--- src/rtl/apb_gpio_v2.sv ---
// APB GPIO peripheral: atomic OUT set/clear/toggle, 2-flop input sync, per-pin edge/level IRQ.
// Define GPIO_DEBOUNCE_EN to add the input debounce filter and the DEBOUNCE register at 0x2C.
//
// state    | meaning
// S_IDLE   | no transfer in progress; waiting for an APB setup phase
// S_ACCESS | address captured; pready high, write commits on the closing edge
module apb_gpio_v2 #(
  parameter int NUM_GPIO      = 32,
  parameter int ADDRESS_WIDTH = 6,
  parameter int DATA_WIDTH    = 32,
  parameter int DB_CNT_W      = 16
) (
  input  logic                     pclk,
  input  logic                     presetn,
  input  logic [ADDRESS_WIDTH-1:0] paddr,
  input  logic                     psel,
  input  logic                     penable,
  input  logic                     pwrite,
  input  logic [DATA_WIDTH-1:0]    pwdata,
  output logic                     pready,
  output logic [DATA_WIDTH-1:0]    prdata,
  output logic                     pslverr,
  input  logic [NUM_GPIO-1:0]      gpio_i,
  output logic [NUM_GPIO-1:0]      gpio_o,
  output logic [NUM_GPIO-1:0]      gpio_oe,
  output logic                     irq_o
);

  localparam logic [ADDRESS_WIDTH-1:0] A_DIR   = ADDRESS_WIDTH'('h00);
  localparam logic [ADDRESS_WIDTH-1:0] A_OUT   = ADDRESS_WIDTH'('h04);
  localparam logic [ADDRESS_WIDTH-1:0] A_SET   = ADDRESS_WIDTH'('h08);
  localparam logic [ADDRESS_WIDTH-1:0] A_CLR   = ADDRESS_WIDTH'('h0C);
  localparam logic [ADDRESS_WIDTH-1:0] A_TGL   = ADDRESS_WIDTH'('h10);
  localparam logic [ADDRESS_WIDTH-1:0] A_IN    = ADDRESS_WIDTH'('h14);
  localparam logic [ADDRESS_WIDTH-1:0] A_EN    = ADDRESS_WIDTH'('h18);
  localparam logic [ADDRESS_WIDTH-1:0] A_TYPE  = ADDRESS_WIDTH'('h1C);
  localparam logic [ADDRESS_WIDTH-1:0] A_POL   = ADDRESS_WIDTH'('h20);
  localparam logic [ADDRESS_WIDTH-1:0] A_BOTH  = ADDRESS_WIDTH'('h24);
  localparam logic [ADDRESS_WIDTH-1:0] A_STAT  = ADDRESS_WIDTH'('h28);
`ifdef GPIO_DEBOUNCE_EN
  localparam logic [ADDRESS_WIDTH-1:0] A_DB    = ADDRESS_WIDTH'('h2C);
`endif

  typedef enum logic {S_IDLE, S_ACCESS} state_t;

  state_t                     state_q;
  logic [ADDRESS_WIDTH-1:0]   addr_q;
  logic                       write_q;

  logic [NUM_GPIO-1:0] dir_q, out_q, irq_en_q, irq_type_q, irq_pol_q, irq_both_q, irq_stat_q;
  logic [NUM_GPIO-1:0] sync1_q, in_sync, prev_q, filt;
  logic [NUM_GPIO-1:0] rise, fall, edge_evt, lvl_evt, evt, w1c;
  logic [1:0]          start_cnt_q;
  logic                arm;

  logic                  access, mapped, wr_en;
  logic [DATA_WIDTH-1:0] rd_val;
  logic [NUM_GPIO-1:0]   wdata;

`ifdef GPIO_DEBOUNCE_EN
  logic [DB_CNT_W-1:0]         db_q, pre_q;
  logic [NUM_GPIO-1:0]         filt_q;
  logic [NUM_GPIO-1:0][1:0]    dcnt_q;
  logic                        bypass, tick;
`endif

  assign access = (state_q == S_ACCESS);
  assign wdata  = pwdata[NUM_GPIO-1:0];

  always_ff @(posedge pclk or negedge presetn) begin
    if (!presetn) begin
      state_q <= S_IDLE;
      addr_q  <= '0;
      write_q <= 1'b0;
    end else begin
      case (state_q)
        S_IDLE: begin
          if (psel && !penable) begin
            state_q <= S_ACCESS;
            addr_q  <= paddr;
            write_q <= pwrite;
          end
        end
        S_ACCESS: begin
          if (psel && penable) state_q <= S_IDLE;
        end
        default: state_q <= S_IDLE;
      endcase
    end
  end

  always_comb begin
    rd_val = '0;
    mapped = 1'b1;
    case (addr_q)
      A_DIR:                 rd_val = DATA_WIDTH'(dir_q);
      A_OUT:                 rd_val = DATA_WIDTH'(out_q);
      A_SET, A_CLR, A_TGL:   rd_val = '0;
      A_IN:                  rd_val = DATA_WIDTH'(filt);
      A_EN:                  rd_val = DATA_WIDTH'(irq_en_q);
      A_TYPE:                rd_val = DATA_WIDTH'(irq_type_q);
      A_POL:                 rd_val = DATA_WIDTH'(irq_pol_q);
      A_BOTH:                rd_val = DATA_WIDTH'(irq_both_q);
      A_STAT:                rd_val = DATA_WIDTH'(irq_stat_q);
`ifdef GPIO_DEBOUNCE_EN
      A_DB:                  rd_val = DATA_WIDTH'(db_q);
`endif
      default:               mapped = 1'b0;
    endcase
  end

  assign pready  = access;
  assign pslverr = access & ~mapped;
  assign prdata  = (access && mapped) ? rd_val : '0;
  assign wr_en   = access & write_q & psel & penable & mapped;

  always_ff @(posedge pclk or negedge presetn) begin
    if (!presetn) begin
      dir_q      <= '0;
      out_q      <= '0;
      irq_en_q   <= '0;
      irq_type_q <= '0;
      irq_pol_q  <= '0;
      irq_both_q <= '0;
    end else if (wr_en) begin
      case (addr_q)
        A_DIR:   dir_q      <= wdata;
        A_OUT:   out_q      <= wdata;
        A_SET:   out_q      <= out_q | wdata;
        A_CLR:   out_q      <= out_q & ~wdata;
        A_TGL:   out_q      <= out_q ^ wdata;
        A_EN:    irq_en_q   <= wdata;
        A_TYPE:  irq_type_q <= wdata;
        A_POL:   irq_pol_q  <= wdata;
        A_BOTH:  irq_both_q <= wdata;
        default: ;
      endcase
    end
  end

  assign gpio_o  = out_q;
  assign gpio_oe = dir_q;

  always_ff @(posedge pclk or negedge presetn) begin
    if (!presetn) begin
      sync1_q <= '0;
      in_sync <= '0;
      prev_q  <= '0;
    end else begin
      sync1_q <= gpio_i;
      in_sync <= sync1_q;
      prev_q  <= filt;
    end
  end

`ifdef GPIO_DEBOUNCE_EN
  assign bypass = (db_q == '0);
  assign tick   = (pre_q == '0);
  assign filt   = bypass ? in_sync : filt_q;

  always_ff @(posedge pclk or negedge presetn) begin
    if (!presetn) begin
      db_q <= '0;
    end else if (wr_en && addr_q == A_DB) begin
      db_q <= pwdata[DB_CNT_W-1:0];
    end
  end

  // Prescaler counts down from DEBOUNCE; terminal count is the sample tick.
  always_ff @(posedge pclk or negedge presetn) begin
    if (!presetn) begin
      pre_q <= '0;
    end else if (bypass || tick) begin
      pre_q <= db_q;
    end else begin
      pre_q <= pre_q - 1'b1;
    end
  end

  always_ff @(posedge pclk or negedge presetn) begin
    if (!presetn) begin
      filt_q <= '0;
      dcnt_q <= '0;
    end else begin
      for (int i = 0; i < NUM_GPIO; i++) begin
        if (bypass) begin
          filt_q[i] <= in_sync[i];
          dcnt_q[i] <= 2'd0;
        end else if (tick) begin
          if (in_sync[i] == filt_q[i]) begin
            dcnt_q[i] <= 2'd0;
          end else if (dcnt_q[i] == 2'd2) begin
            filt_q[i] <= in_sync[i];
            dcnt_q[i] <= 2'd0;
          end else begin
            dcnt_q[i] <= dcnt_q[i] + 2'd1;
          end
        end
      end
    end
  end
`else
  assign filt = in_sync;
`endif

  // Hold off events until the sync chain has flushed out its reset value.
  always_ff @(posedge pclk or negedge presetn) begin
    if (!presetn) begin
      start_cnt_q <= 2'd0;
    end else if (start_cnt_q != 2'd3) begin
      start_cnt_q <= start_cnt_q + 2'd1;
    end
  end
  assign arm = (start_cnt_q == 2'd3);

  assign rise     = filt & ~prev_q;
  assign fall     = ~filt & prev_q;
  assign edge_evt = (irq_both_q & (rise | fall)) |
                    (~irq_both_q & ((irq_pol_q & rise) | (~irq_pol_q & fall)));
  assign lvl_evt  = (irq_pol_q & filt) | (~irq_pol_q & ~filt);
  assign evt      = {NUM_GPIO{arm}} & ((irq_type_q & lvl_evt) | (~irq_type_q & edge_evt));
  assign w1c      = (wr_en && addr_q == A_STAT) ? wdata : '0;

  // A new event outranks a simultaneous write-1-to-clear of the same bit.
  always_ff @(posedge pclk or negedge presetn) begin
    if (!presetn) begin
      irq_stat_q <= '0;
      irq_o      <= 1'b0;
    end else begin
      irq_stat_q <= (irq_stat_q & ~w1c) | evt;
      irq_o      <= |(irq_stat_q & irq_en_q);
    end
  end

endmodule
--- config.mk ---
export PLATFORM = sky130hd
export DESIGN_NAME = apb_gpio_v2
export DESIGN_NICKNAME = d
export VERILOG_FILES = /design/src/rtl/apb_gpio_v2.sv
export SDC_FILE = /design/constraint.sdc
export NUM_CORES = 1
export LEC_CHECK = 0
export CAP_MARGIN = 30
export CORE_ASPECT_RATIO = 1.75
export CORE_UTILIZATION = 55
export CTS_CLUSTER_DIAMETER = 120
export DETAILED_ROUTE_END_ITERATION = 10
export PLACE_DENSITY_LB_ADDON = 0.15
export REMOVE_ABC_BUFFERS = 1
export SYNTH_ARGS = -nofsm -noshare
export SYNTH_HDL_FRONTEND = slang
export SYNTH_SLANG_ARGS = --single-unit
--- constraint.sdc ---
create_clock -name pclk -period 4.2 [get_ports pclk]
set_input_delay 0.42 -clock pclk [delete_from_list [all_inputs] [get_ports pclk]]
set_output_delay 0.42 -clock pclk [all_outputs]
set_load 0.005 [all_outputs]
==> metrics.txt <==
Die Wd 135 um; initial antenna violation count 0; share of layout cells above drive strength 1 17.6%; starting DRC count in detailed routing 1,088; reg2reg start addr_q[4]; worst r2r path cells 7; critical path startpoint category flip-flop; Post-Syn Instances 1,483; Final period util between 90 and 100%; WHS Path Cells 1; Die Y-Extent 234 um; register bit total from synthesis 331; CTS root buf clkbuf_16; outcome completed; DPL Wire Length about 32,000 um; gr usage total slightly above 30%; unrepaired setup endpoints after global routing no; fin util 67.3%; crit path cell chain buf_4 > nor4b_1 > and3_1 > buf_4 > a222oi_1 > a31oi_1 > clkdlybuf4s50_1; WL final 48,100 um; worst hold path type in -> reg; Top Ports ~170; first-pass GRT wire length 74,700 um; r2r setup slk 1.25 ns; slew at the pin closest to its max-slew limit 1.02 ns; Layout Nets 1,859; Core Rows 84; TritonCTS buffer count 31; Max IR drop VDD 375 uV; Placeable Area 30,200 um2; Fillers 2,305; Period minus WS final 3.91 ns; endpoint class of the critical path primary output; largest net degree at the start of global routing 119; Final Hold Violating Endpoints 0; # DRC 0; Layout area overhead 19.7%; Synth cell types 37; DR vias 12,900; Reg clk slew, reported paths approximately 0.06 ns; Initial Utilization 56.3%; Worst Path Max Fanout 23; GRT overflow 0; CP Data Required Time 3.78 ns; setup violators final 0; Setup Total Neg Slack 0 ns; Hold Path End sync1_q[2]; clock buffer depth 3; Static Leak about 9.4 nW; clock tree sinks 331; CTS resizes 0; Syn. warnings 0; drt pass-1 iters 9; worst hold start gpio_i[2]; vias in the first global route roughly 14,000; Slew Limit Headroom 32.0%; max-cap violations 0; # port buffers 173; Slowest-stage cell, CP clkdlybuf4s50_1; RePlAce Congestion around 0.85; CTS tree built; Vias/cell 6.25; Synth area leader dfrtp_1; fmax 256 MHz; pins over their slew limit 0; Synth area leaders dfrtp_1, mux2_2, ha_1, a222oi_1, o21ai_0; Setup Crit Path Kind reg -> out; Seq/Total Area, Yosys between 40% and 50%; H-tree depth 1; Clock Skew 0.0122 ns; clk_lat worst skew 0.57 ns; die area 31,600 um2; wire length per cell between 20 and 25 um; diode count 0; worst reg2reg endpoint gpio_oe[8]; Synth Cell Area 17,000 um2; Most common cell on crit path buf_4; CP arrival ~3.5 ns; Avg Inst Size Synth 11.4 um2; post-route ant nets 0; pwr dens 367 nW/um2; Synth top area share 48.8%; CP peak stage delay 0.57 ns
==> flip-flops by register name, summed over array words and instances, names as in the netlist, named ones only <==
name and cells:
irq_o 1, addr_q 6, irq_en_q 32, gpio_o 32, irq_both_q 32, sync1_q 32
irq_stat_q 32, irq_pol_q 32, start_cnt_q 2, write_q 1, irq_type_q 32, filt 32
gpio_oe 32, prev_q 32
==> kinds of logic after synthesis <==
| family | after synthesis | share of synthesized area (%) |
|---|---|---|
| flip-flops | 331 | 48.8 |
| adder cells (fa/ha/maj) | 129 | 9.51 |
| AO/OA/AOI/OAI | 342 | 14.4 |
| XOR/XNOR | 33 | 1.70 |
| buffers and inverters | 209 | 4.74 |
| multiplexers | 242 | 15.7 |
| AND/OR/NAND/NOR | 197 | 5.07 |
==> final cells by class <==
class | count | area, um2 | area share (%)
inverter | 130 | 488 | 2.40
clock buffer | 38 | 832 | 4.10
multi-input combinational | 943 | 7950 | 39.1
tap | 387 | 484 | 2.38
clock inverter | 12 | 174 | 0.856
sequential | 331 | 8280 | 40.8
timing repair buffer | 218 | 2100 | 10.3
==> cell usage after synthesis (all sizes together) <==
master,number
a2111oi,1
a21boi,1
a21o,1
a21oi,12
a222oi,67
a22o,45
a22oi,64
a31oi,22
and2,9
and3,1
buf,33
clkbuf,46
dfrtp,331
ha,129
inv,130
mux2,200
mux2i,42
nand2,154
nand2b,2
nand4,5
nor2,10
nor2b,3
nor3,4
nor3b,1
nor4,3
nor4b,2
o2111ai,1
o21ai,121
o2bb2ai,7
or4,2
or4b,1
xnor2,33
==> layer usage <==
metal	share of wire, %	GRT usage [%]
met4	5.3	18.0
met3	6.4	3.88
met2	51	54.4
met5	0	0
met1	37	36.6
==> worst max-delay path by stage <==
stage / slack, ns / end / from / cells past startpoint
final: 0.29 / prdata[10] / addr_q[4] / 7
after detailed placement: 0.95 / gpio_oe[8] / psel / 6
after global routing: 0.22 / prdata[19] / addr_q[4] / 7
after CTS: 0.39 / prdata[10] / addr_q[4] / 7
after floorplan: 0.05 / gpio_o[0] / addr_q[2] / 4
after global placement: 1.03 / gpio_oe[14] / psel / 6
==> worst max-delay path: cells and delay by family, from the launching register on <==
family                 cells  cell delay (ns)
AOI/OAI and AO/OA          2             0.54
buffers and inverters      3             1.20
DFF                        1             0.39
and+or+nand+nor            2             0.76
==> report_power, final <==
| group | total (W) | switching [W] | internal, W |
|---|---|---|---|
| Combinational | 0.00112 | 0.000650 | 0.000471 |
| Clock | 0.00285 | 0.00121 | 0.00164 |
| Sequential | 0.00348 | 0.000156 | 0.00332 |
| Total | 0.00745 | 0.00202 | 0.00543 |
==> placed cells by master (no fill, tap or decap), drive strengths merged, types with 2 or more instances in the layout <==
cell and n:
nor2b 3, nor2 10, o21ai 121, a22o 45, buf 45, clkbuf 38
or4 2, nor4 3, dfrtp 331, mux2 200, inv 130, nand2 154
nand2b 2, nor4b 2, nand4 5, o2bb2ai 7, a21oi 12, nor3 4
clkinv 7, a31oi 22, clkdlybuf4s50 172, and2 9, a222oi 67, ha 129
mux2i 42, xnor2 33, bufinv 4, a22oi 64
==> per-stage QoR <==
stage	hold slack [ns]	area, um2	cells	worst slack, ns	power [W]
4_1_cts	0.269	20300	2059	0.390	0.00750
6_report	0.287	20300	2059	0.290	0.00745
5_1_grt	0.275	20300	2059	0.225	0.00773
3_3_place_gp	0.332	19300	2008	1.03	0.00459
3_5_place_dp	0.335	19300	2008	0.945	0.00464
2_1_floorplan	0.124	16700	1404	0.0502	0.00404
==> timing repair <==
item | 4_1_cts | 5_1_grt
buffers inserted | 0 | 0
endpoints found under the hold margin | 33 | 0
hold buffers | 1 | 0
Power figures use the tool's default switching activity.
